==> src/rtl/mc_pkg.sv <==
// Shared types and encodings for the multicycle control FSM.
// States, ALU selects, opcodes, funct codes and mux encodings.
package mc_pkg;

  typedef enum logic [3:0] {
    S_IDLE    = 4'd0,
    S_FETCH   = 4'd1,
    S_DECODE  = 4'd2,
    S_MEMADDR = 4'd3,
    S_MEMRD   = 4'd4,
    S_MEM_WB  = 4'd5,
    S_MEMWR   = 4'd6,
    S_EXEC_R  = 4'd7,
    S_R_WB    = 4'd8,
    S_EXEC_I  = 4'd9,
    S_I_WB    = 4'd10,
    S_BRANCH  = 4'd11,
    S_JUMP    = 4'd12,
    S_ILLEGAL = 4'd13,
    S_TIMEOUT = 4'd14
  } state_t;

  localparam logic [2:0] ALU_AND = 3'b000;
  localparam logic [2:0] ALU_OR  = 3'b001;
  localparam logic [2:0] ALU_ADD = 3'b010;
  localparam logic [2:0] ALU_XOR = 3'b011;
  localparam logic [2:0] ALU_NOR = 3'b100;
  localparam logic [2:0] ALU_SUB = 3'b110;
  localparam logic [2:0] ALU_SLT = 3'b111;

  localparam logic [5:0] OP_R    = 6'h00;
  localparam logic [5:0] OP_LW   = 6'h23;
  localparam logic [5:0] OP_SW   = 6'h2B;
  localparam logic [5:0] OP_ADDI = 6'h08;
  localparam logic [5:0] OP_BEQ  = 6'h04;
  localparam logic [5:0] OP_J    = 6'h02;

  localparam logic [5:0] F_AND = 6'h24;
  localparam logic [5:0] F_OR  = 6'h25;
  localparam logic [5:0] F_ADD = 6'h20;
  localparam logic [5:0] F_XOR = 6'h26;
  localparam logic [5:0] F_NOR = 6'h27;
  localparam logic [5:0] F_SUB = 6'h22;
  localparam logic [5:0] F_SLT = 6'h2A;

  localparam logic [1:0] SRCB_B      = 2'b00;
  localparam logic [1:0] SRCB_4      = 2'b01;
  localparam logic [1:0] SRCB_IMM    = 2'b10;
  localparam logic [1:0] SRCB_IMM_SH = 2'b11;

  localparam logic [1:0] PCS_ALU    = 2'b00;
  localparam logic [1:0] PCS_ALUOUT = 2'b01;
  localparam logic [1:0] PCS_JUMP   = 2'b10;

endpackage

==> src/rtl/multicycle_control_alu_op_decode.sv <==
// R-type funct decoder: ALU select plus a supported-funct flag.
// Shared by DECODE (legality) and EXEC_R (ALU select).
module alu_op_decode
  import mc_pkg::*;
(
  input  logic [5:0] funct,
  output logic [2:0] alu_op,
  output logic       funct_valid
);

  always_comb begin
    alu_op      = ALU_AND;
    funct_valid = 1'b1;
    unique case (1'b1)
      (funct == F_AND): alu_op = ALU_AND;
      (funct == F_OR):  alu_op = ALU_OR;
      (funct == F_ADD): alu_op = ALU_ADD;
      (funct == F_XOR): alu_op = ALU_XOR;
      (funct == F_NOR): alu_op = ALU_NOR;
      (funct == F_SUB): alu_op = ALU_SUB;
      (funct == F_SLT): alu_op = ALU_SLT;
      default:          funct_valid = 1'b0;
    endcase
  end

endmodule

==> src/rtl/multicycle_control.sv <==
// Multicycle datapath control FSM with bounded memory waits.
// Outputs are decoded from state, plus mem_ready in memory states.
module multicycle_control
  import mc_pkg::*;
#(
  parameter int MEM_TIMEOUT = 15,
  parameter int TO_W        = 8
) (
  input  logic       clk,
  input  logic       rst_n,
  input  logic       run,
  input  logic [5:0] opcode,
  input  logic [5:0] funct,
  input  logic       mem_ready,
  output logic [2:0] ALUOp,
  output logic       ALUSrcA,
  output logic [1:0] ALUSrcB,
  output logic       PCWrite,
  output logic       PCWriteCond,
  output logic [1:0] PCSource,
  output logic       IorD,
  output logic       MemRead,
  output logic       MemWrite,
  output logic       IRWrite,
  output logic       RegWrite,
  output logic       RegDst,
  output logic       MemtoReg,
  output logic       instr_done,
  output logic       illegal,
  output logic       bus_error,
  output logic [3:0] state_out
);

  state_t          state;
  state_t          next;
  logic [TO_W-1:0] wait_cnt;
  logic [2:0]      r_alu_op;
  logic            f_ok;
  logic            timed_out;

  alu_op_decode u_dec (
    .funct       (funct),
    .alu_op      (r_alu_op),
    .funct_valid (f_ok)
  );

  // Expires on the wait cycle that would bring the count to the limit.
  assign timed_out = !mem_ready &&
    (wait_cnt == TO_W'(MEM_TIMEOUT - 1));

  assign state_out = state;

  always_ff @(posedge clk or negedge rst_n) begin
    if (!rst_n) begin
      state    <= S_IDLE;
      wait_cnt <= '0;
    end else begin
      state <= next;
      if (next != state)
        wait_cnt <= '0;
      else if (!mem_ready)
        wait_cnt <= wait_cnt + 1'b1;
    end
  end

  always_comb begin
    next        = state;
    ALUOp       = ALU_AND;
    ALUSrcA     = 1'b0;
    ALUSrcB     = SRCB_B;
    PCWrite     = 1'b0;
    PCWriteCond = 1'b0;
    PCSource    = PCS_ALU;
    IorD        = 1'b0;
    MemRead     = 1'b0;
    MemWrite    = 1'b0;
    IRWrite     = 1'b0;
    RegWrite    = 1'b0;
    RegDst      = 1'b0;
    MemtoReg    = 1'b0;
    instr_done  = 1'b0;
    illegal     = 1'b0;
    bus_error   = 1'b0;
    case (state)
      S_IDLE: begin
        if (run) next = S_FETCH;
      end
      S_FETCH: begin
        MemRead = 1'b1;
        ALUSrcB = SRCB_4;
        ALUOp   = ALU_ADD;
        if (mem_ready) begin
          IRWrite = 1'b1;
          PCWrite = 1'b1;
          next    = S_DECODE;
        end else if (timed_out) begin
          next = S_TIMEOUT;
        end
      end
      S_DECODE: begin
        ALUSrcB = SRCB_IMM_SH;
        ALUOp   = ALU_ADD;
        unique case (1'b1)
          (opcode == OP_LW),
          (opcode == OP_SW):      next = S_MEMADDR;
          (opcode == OP_R):       next = f_ok ? S_EXEC_R : S_ILLEGAL;
          (opcode == OP_ADDI):    next = S_EXEC_I;
          (opcode == OP_BEQ):     next = S_BRANCH;
          (opcode == OP_J):       next = S_JUMP;
          default:                next = S_ILLEGAL;
        endcase
      end
      S_MEMADDR: begin
        ALUSrcA = 1'b1;
        ALUSrcB = SRCB_IMM;
        ALUOp   = ALU_ADD;
        next    = (opcode == OP_LW) ? S_MEMRD : S_MEMWR;
      end
      S_MEMRD: begin
        MemRead = 1'b1;
        IorD    = 1'b1;
        if (mem_ready)      next = S_MEM_WB;
        else if (timed_out) next = S_TIMEOUT;
      end
      S_MEM_WB: begin
        RegWrite   = 1'b1;
        MemtoReg   = 1'b1;
        instr_done = 1'b1;
        next       = run ? S_FETCH : S_IDLE;
      end
      S_MEMWR: begin
        MemWrite = 1'b1;
        IorD     = 1'b1;
        if (mem_ready) begin
          instr_done = 1'b1;
          next       = run ? S_FETCH : S_IDLE;
        end else if (timed_out) begin
          next = S_TIMEOUT;
        end
      end
      S_EXEC_R: begin
        ALUSrcA = 1'b1;
        ALUSrcB = SRCB_B;
        ALUOp   = r_alu_op;
        next    = S_R_WB;
      end
      S_R_WB: begin
        RegWrite   = 1'b1;
        RegDst     = 1'b1;
        instr_done = 1'b1;
        next       = run ? S_FETCH : S_IDLE;
      end
      S_EXEC_I: begin
        ALUSrcA = 1'b1;
        ALUSrcB = SRCB_IMM;
        ALUOp   = ALU_ADD;
        next    = S_I_WB;
      end
      S_I_WB: begin
        RegWrite   = 1'b1;
        instr_done = 1'b1;
        next       = run ? S_FETCH : S_IDLE;
      end
      S_BRANCH: begin
        ALUSrcA     = 1'b1;
        ALUSrcB     = SRCB_B;
        ALUOp       = ALU_SUB;
        PCWriteCond = 1'b1;
        PCSource    = PCS_ALUOUT;
        instr_done  = 1'b1;
        next        = run ? S_FETCH : S_IDLE;
      end
      S_JUMP: begin
        PCWrite    = 1'b1;
        PCSource   = PCS_JUMP;
        instr_done = 1'b1;
        next       = run ? S_FETCH : S_IDLE;
      end
      S_ILLEGAL: begin
        illegal = 1'b1;
        next    = S_IDLE;
      end
      S_TIMEOUT: begin
        bus_error = 1'b1;
        next      = S_IDLE;
      end
      default: next = S_IDLE;
    endcase
  end

endmodule

==> config.mk <==
export PLATFORM = sky130hd
export DESIGN_NAME = multicycle_control
export DESIGN_NICKNAME = d
export VERILOG_FILES = /design/src/rtl/mc_pkg.sv /design/src/rtl/multicycle_control_alu_op_decode.sv /design/src/rtl/multicycle_control.sv
export SDC_FILE = /design/constraint.sdc
export NUM_CORES = 1
export LEC_CHECK = 0
export BUFFER_PORTS_ARGS = -buffer_cell sky130_fd_sc_hd__buf_2
export CAP_MARGIN = 20
export CORE_MARGIN = 2
export CORE_UTILIZATION = 51
export DETAILED_ROUTE_END_ITERATION = 12
export MAX_ROUTING_LAYER = met4
export PLACE_DENSITY = 0.76
export REMOVE_ABC_BUFFERS = 1
export SLEW_MARGIN = 5
export SYNTH_ARGS = -nofsm -noshare
export SYNTH_HDL_FRONTEND = slang
export SYNTH_SLANG_ARGS = --single-unit
==> constraint.sdc <==
create_clock -name clk -period 2.5 [get_ports clk]
set_input_delay 0.125 -clock clk [delete_from_list [all_inputs] [get_ports clk]]
set_output_delay 0.125 -clock clk [all_outputs]
set_load 0.05 [all_outputs]
== After elaboration in Yosys (flattened, before gate mapping) ==
Cells that the tools add are included.
Storage, ports and cells
  flip-flop bits (word level): 12
  output and inout bits: 24
  word-level logic and storage cells: 76
Operators by class
  add/subtract/negate cells: 1
  equal/unequal tests: 29
  multiplexer cells: 31
  reduce and logical (&&, ||, !) cells: 13
Operator list (number)
  $eq 6x6->1 const B: 9
  $pmux 4 s9: 1
  $eq 4x4->1 const B: 7
  $mux 4: 6
  $pmux 4 s5: 1
  $pmux 3 s6: 1
  $eq 4x3->1 const B: 4
  $mux 8: 2
  $mux 1: 14
  $pmux 3 s3: 1
  $add 8x1->8 const B: 1
  $eq 4x2->1 const B: 2
  $eq 8x4->1 const B: 1
  $reduce_or 2->1: 4
  $reduce_or 4->1: 2
  $reduce_or 7->1: 1
  $eq 6x2->1 const B: 1
  $eq 6x3->1 const B: 1
  $eq 6x4->1 const B: 1
  $logic_not 6->1: 1
  $pmux 2 s3: 1
  $reduce_or 5->1: 1
  $eq 4x1->1 const B: 1
  $logic_not 4->1: 1
  8 further kinds: 9

== Depth between registers and ports, before layout ==
  depth in word-level cells: 8
  mapped depth: 8

== Hierarchy ==
A second synthesis with hierarchy kept.
Second synthesis, totals
  cells, all modules: 172
  area, all modules: 1342.5 µm²
Modules (own cells, without submodules)
  multicycle_control: instances 1, cells an instance 157, area an instance 1252.5 µm², sequential area each 300.3 µm²
  alu_op_decode: instances 1, cells an instance 15, area an instance 90.1 µm², sequential area each 0.0 µm²

== Least setup slack after synthesis ==
Ideal clock, no wire load.
  path kind: reg2out
  start point: register state[0] (netlist: state_out[0])
  end point: output port ALUOp[0]
  arrival time: 2.938 ns
  required time: 2.375 ns
  setup slack: -0.563 ns
  stages on the path, launching flop included: 5
  path through: dfrtp_1 > buf_2 > buf_1 > nand2_1 > nor4_1
On the way
  cells in the longest elaborated chain, start to end: 3
  elaborated cells between the ends (all ways): 8
  classes of those cells: 6 x eq/ne; 1 x mux; 1 x reduce/logical
Ends and longest elaborated chain
  from (decl): line multicycle_control.sv:34  | state_t state;
  from (signal assigned): line multicycle_control.sv:58  | state <= next;
  $eq 4x2->1, or another cell as far along: line multicycle_control.sv:84  | case (state)
  $reduce_or 4->1 (no line)
  $pmux 3 s3 *: line multicycle_control.sv:84
  to (decl): line multicycle_control.sv:15  | output logic [2:0] ALUOp,
Mark *: on every way between the ends. The rest lies on a longest branch, timed or not.

== Worst setup path in the final report ==
  start point: register state[2] (netlist: state_out[2])
  end point: register wait_cnt[7]
On the way
  cells in the longest elaborated chain, start to end: 5
  elaborated cells between the ends (all ways): 23
  classes of those cells: 14 x eq/ne; 7 x mux; 2 x reduce/logical
Ends and longest elaborated chain
  $eq 4x4->1, or another cell as far along: line multicycle_control.sv:84
  $reduce_or 5->1 (no line), or another cell as far along
  $pmux 4 s9: line multicycle_control.sv:84
  $ne 4x4->1 *: line multicycle_control.sv:59  | if (next != state)
  $ne 2x1->1 (no line) / $mux 8 (equally long branches)
  to (signal assigned): line multicycle_control.sv:62  | wait_cnt <= wait_cnt + 1'b1;
  to (decl): line multicycle_control.sv:36  | logic [TO_W-1:0] wait_cnt;
Marked as above.
A chain may end at the register's enable or synchronous reset.

==> impl_metrics.env <==
export IMPL_fin_util_pct=64.3
export IMPL_dp_cells=246
export IMPL_vias_per_cell=5.92
export IMPL_finalWorstPathRequiredPeriod_ns=2.29
export IMPL_worstReg2RegStart="state_out[2]"
export IMPL_final_setup_viol_count=0
export IMPL_initial_core_util_pct=53.4
export IMPL_maxCapViolations=0
export IMPL_drt_pass1_iter_count=4
export IMPL_place_gp_congestion=0.886
export IMPL_worstSetupStartpoint="state_out[2]"
export IMPL_crit_fanout=18
export IMPL_insertion_delay_ns=0.28
export IMPL_routed_wl_um=3490
export IMPL_grtUsageTotal_pct=25.1
export IMPL_final_nets=240
export IMPL_core_area_um2=2480
export IMPL_yosysSeqAreaShare_pct=22.7
export IMPL_slew_violations=0
export IMPL_synth_flop_cell="dfrtp_1"
export IMPL_leakage_nw=0.718
export IMPL_r2r_cells=7
export IMPL_root_buffer="clkbuf_4"
export IMPL_fin_crit_sh_pct=91.5
export IMPL_clkTransAtPathRegs_ns=0.08
export IMPL_synth_edf_count=0
export IMPL_p_per_area_nw_per_um2=1240
export IMPL_grt_max_degree=19
export IMPL_antenna_left=0
export IMPL_clock_sinks=12
export IMPL_drtIter0Drc=29
export IMPL_ir_drop_v=0.00117
export IMPL_yosys_register_bits=12
export IMPL_drcViolationCount=0
export IMPL_drive_gt1_share_pct=25.5
export IMPL_crit_arrival_ns=2.40
export IMPL_hold_path_class="input port to async pin"
export IMPL_syn_area_um2=1320
export IMPL_place_ws_ns=0.218
export IMPL_grt_pass1_wl_um=5330
export IMPL_h_tree_depth=1
export IMPL_fp_row_count=18
export IMPL_vias=1479
export IMPL_rsz0062_at_grt="false"
export IMPL_grt_pass1_vias=1204
export IMPL_overflow=0
export IMPL_port_buffers=39
export IMPL_n_antenna_cell=0
export IMPL_fmax_mhz=437
export IMPL_power_total_mw=1.98
export IMPL_rr_endpoint="wait_cnt[7]"
export IMPL_clock_path_buffers=2
export IMPL_numCtsBuffers=3
export IMPL_fin_cells=250
export IMPL_final_hold_violation_count=0
export IMPL_tritoncts="yes"
export IMPL_required_ns=2.62
export IMPL_cp_start_kind="register"
export IMPL_setup_ws_ns=0.212
export IMPL_routedWlPerCell_um=14.0
export IMPL_die_area_um2=3020
export IMPL_slew_headroom_pct=51.4
export IMPL_area_growth_pct=20.4
export IMPL_crit_type="register to register"
export IMPL_dp_final_hpwl_um=2740
export IMPL_post_cts_setup_buffer_count=0
export IMPL_yosys_warnings=0
export IMPL_dieWidth_um=54.9
export IMPL_syn_mean_instance_area_um2=7.35
export IMPL_endpoint="wait_cnt[7]"
export IMPL_n_fill_cell=238
export IMPL_worst_pin_slew_ns=0.729
export IMPL_outcome="complete, no violations"
export IMPL_die_h_um=54.9
export IMPL_reg2reg_slack_ns=0.21
export IMPL_skew_ns=0.0108
export IMPL_cp_end_kind="register"
export IMPL_postSynth_asyncResetShare_pct=100
export IMPL_timing_setup_tns_ns=0
export IMPL_postSynthCellCount=180
export IMPL_synth_cell_types=50
export IMPL_pin_count=40
export IMPL_grt_antenna_before_repair=0
-- synthesized netlist by cell type (all sizes together), types with 3 or more instances --
cell,n,area [µm²]
nand2,11,41.3
or2,3,18.8
inv,6,22.5
xnor2,3,26.3
xor2,7,61.3
o21ai,8,40.0
nor2b,11,68.8
dfrtp,12,300
nand3,5,25.0
buf,9,52.5
nor2,20,75.1
a21oi,14,73.8
a31oi,4,25.0
nor4,10,62.6
nor3,8,40.0
nand2b,10,62.6
-- per-layer routing --
layer  GRT usage [%]  routed length [µm]  share of wire [%]
met5               -                   0                  0
met2            42.7                1640                 47
met4            9.76                  61                1.7
met3            2.96                 206                5.9
met1            30.5                1580                 45
-- through the flow --
stage                     cell area, µm²  hold WS [ns]
after floorplan                     1260        -0.171
after global placement              1560        0.0156
after detailed placement            1560        0.0228
after CTS                           1590         0.267
after global routing                1590         0.269
final                               1590         0.257
-- registers in the layout, indices dropped and copies added, names as in the netlist --
register	flops
wait_cnt	8
state_out	4
-- worst max-delay path: stages, from the launching register on --
cell      delay (ns)
dfrtp_1         0.50
buf_4           0.26
nor2b_1         0.18
a22o_1          0.14
a21oi_1         0.09
a211o_1         0.23
o221ai_1        0.59
nor4_1          0.12
-- cell type report --
class,count,area (µm²),share of cell area [%]
multi-input cells,151,946,59.3
flip-flops and latches,12,300,18.8
repair buffers,48,265,16.6
well taps,30,37.5,2.35
clock buffers,3,22.5,1.41
inverters,6,22.5,1.41
-- how the worst min path moves through the flow --
stage               startpoint      endpoint  slack (ns)
floorplan                rst_n  state_out[0]       -0.17
global placement         rst_n  state_out[3]        0.02
detailed placement       rst_n  state_out[3]        0.02
CTS                      rst_n  state_out[3]        0.27
global route             rst_n   wait_cnt[2]        0.27
finish                   rst_n  state_out[3]        0.26
-- layout by cell type (no fill, tap or decap), types with 4 or more instances in the layout --
cell	count
xor2_1	7
o21ai_1	4
buf_2	39
nor4_1	10
a21oi_1	13
inv_1	6
nor3_1	8
nand2_1	11
buf_4	8
nor2_1	20
dfrtp_1	12
a31oi_1	4
nor2b_1	11
nand2b_1	10
nand3_1	5
o21ai_0	4
-- repair_timing --
action                     in CTS  in global routing
hold buffers                    1                  0
hold endpoints to repair       12                  0
resized for setup               0                  1
setup endpoints to repair       0                  6
-- report_power, final --
group	total, mW	internal [mW]	leakage (nW)	switching, mW
combinational	1.54	0.479	0.541	1.06
clock	0.117	0.0558	0.0138	0.0613
sequential	0.316	0.232	0.163	0.0840
-- kinds of logic (layout without fill, tap and decap cells) --
family                     count (synthesis)  after routing  synth area share, %
and+or+nand+nor                           88             88                 35.8
buffers and inverters                     17             57                 6.24
DFF                                       12             12                 22.7
xor gates and xnor gates                  10             10                 6.62
adders and majority gates                  2              2                 1.89
AOI/OAI and AO/OA                         49             49                 25.1
muxes                                      2              2                 1.61
Power figures use the tool's default switching activity.
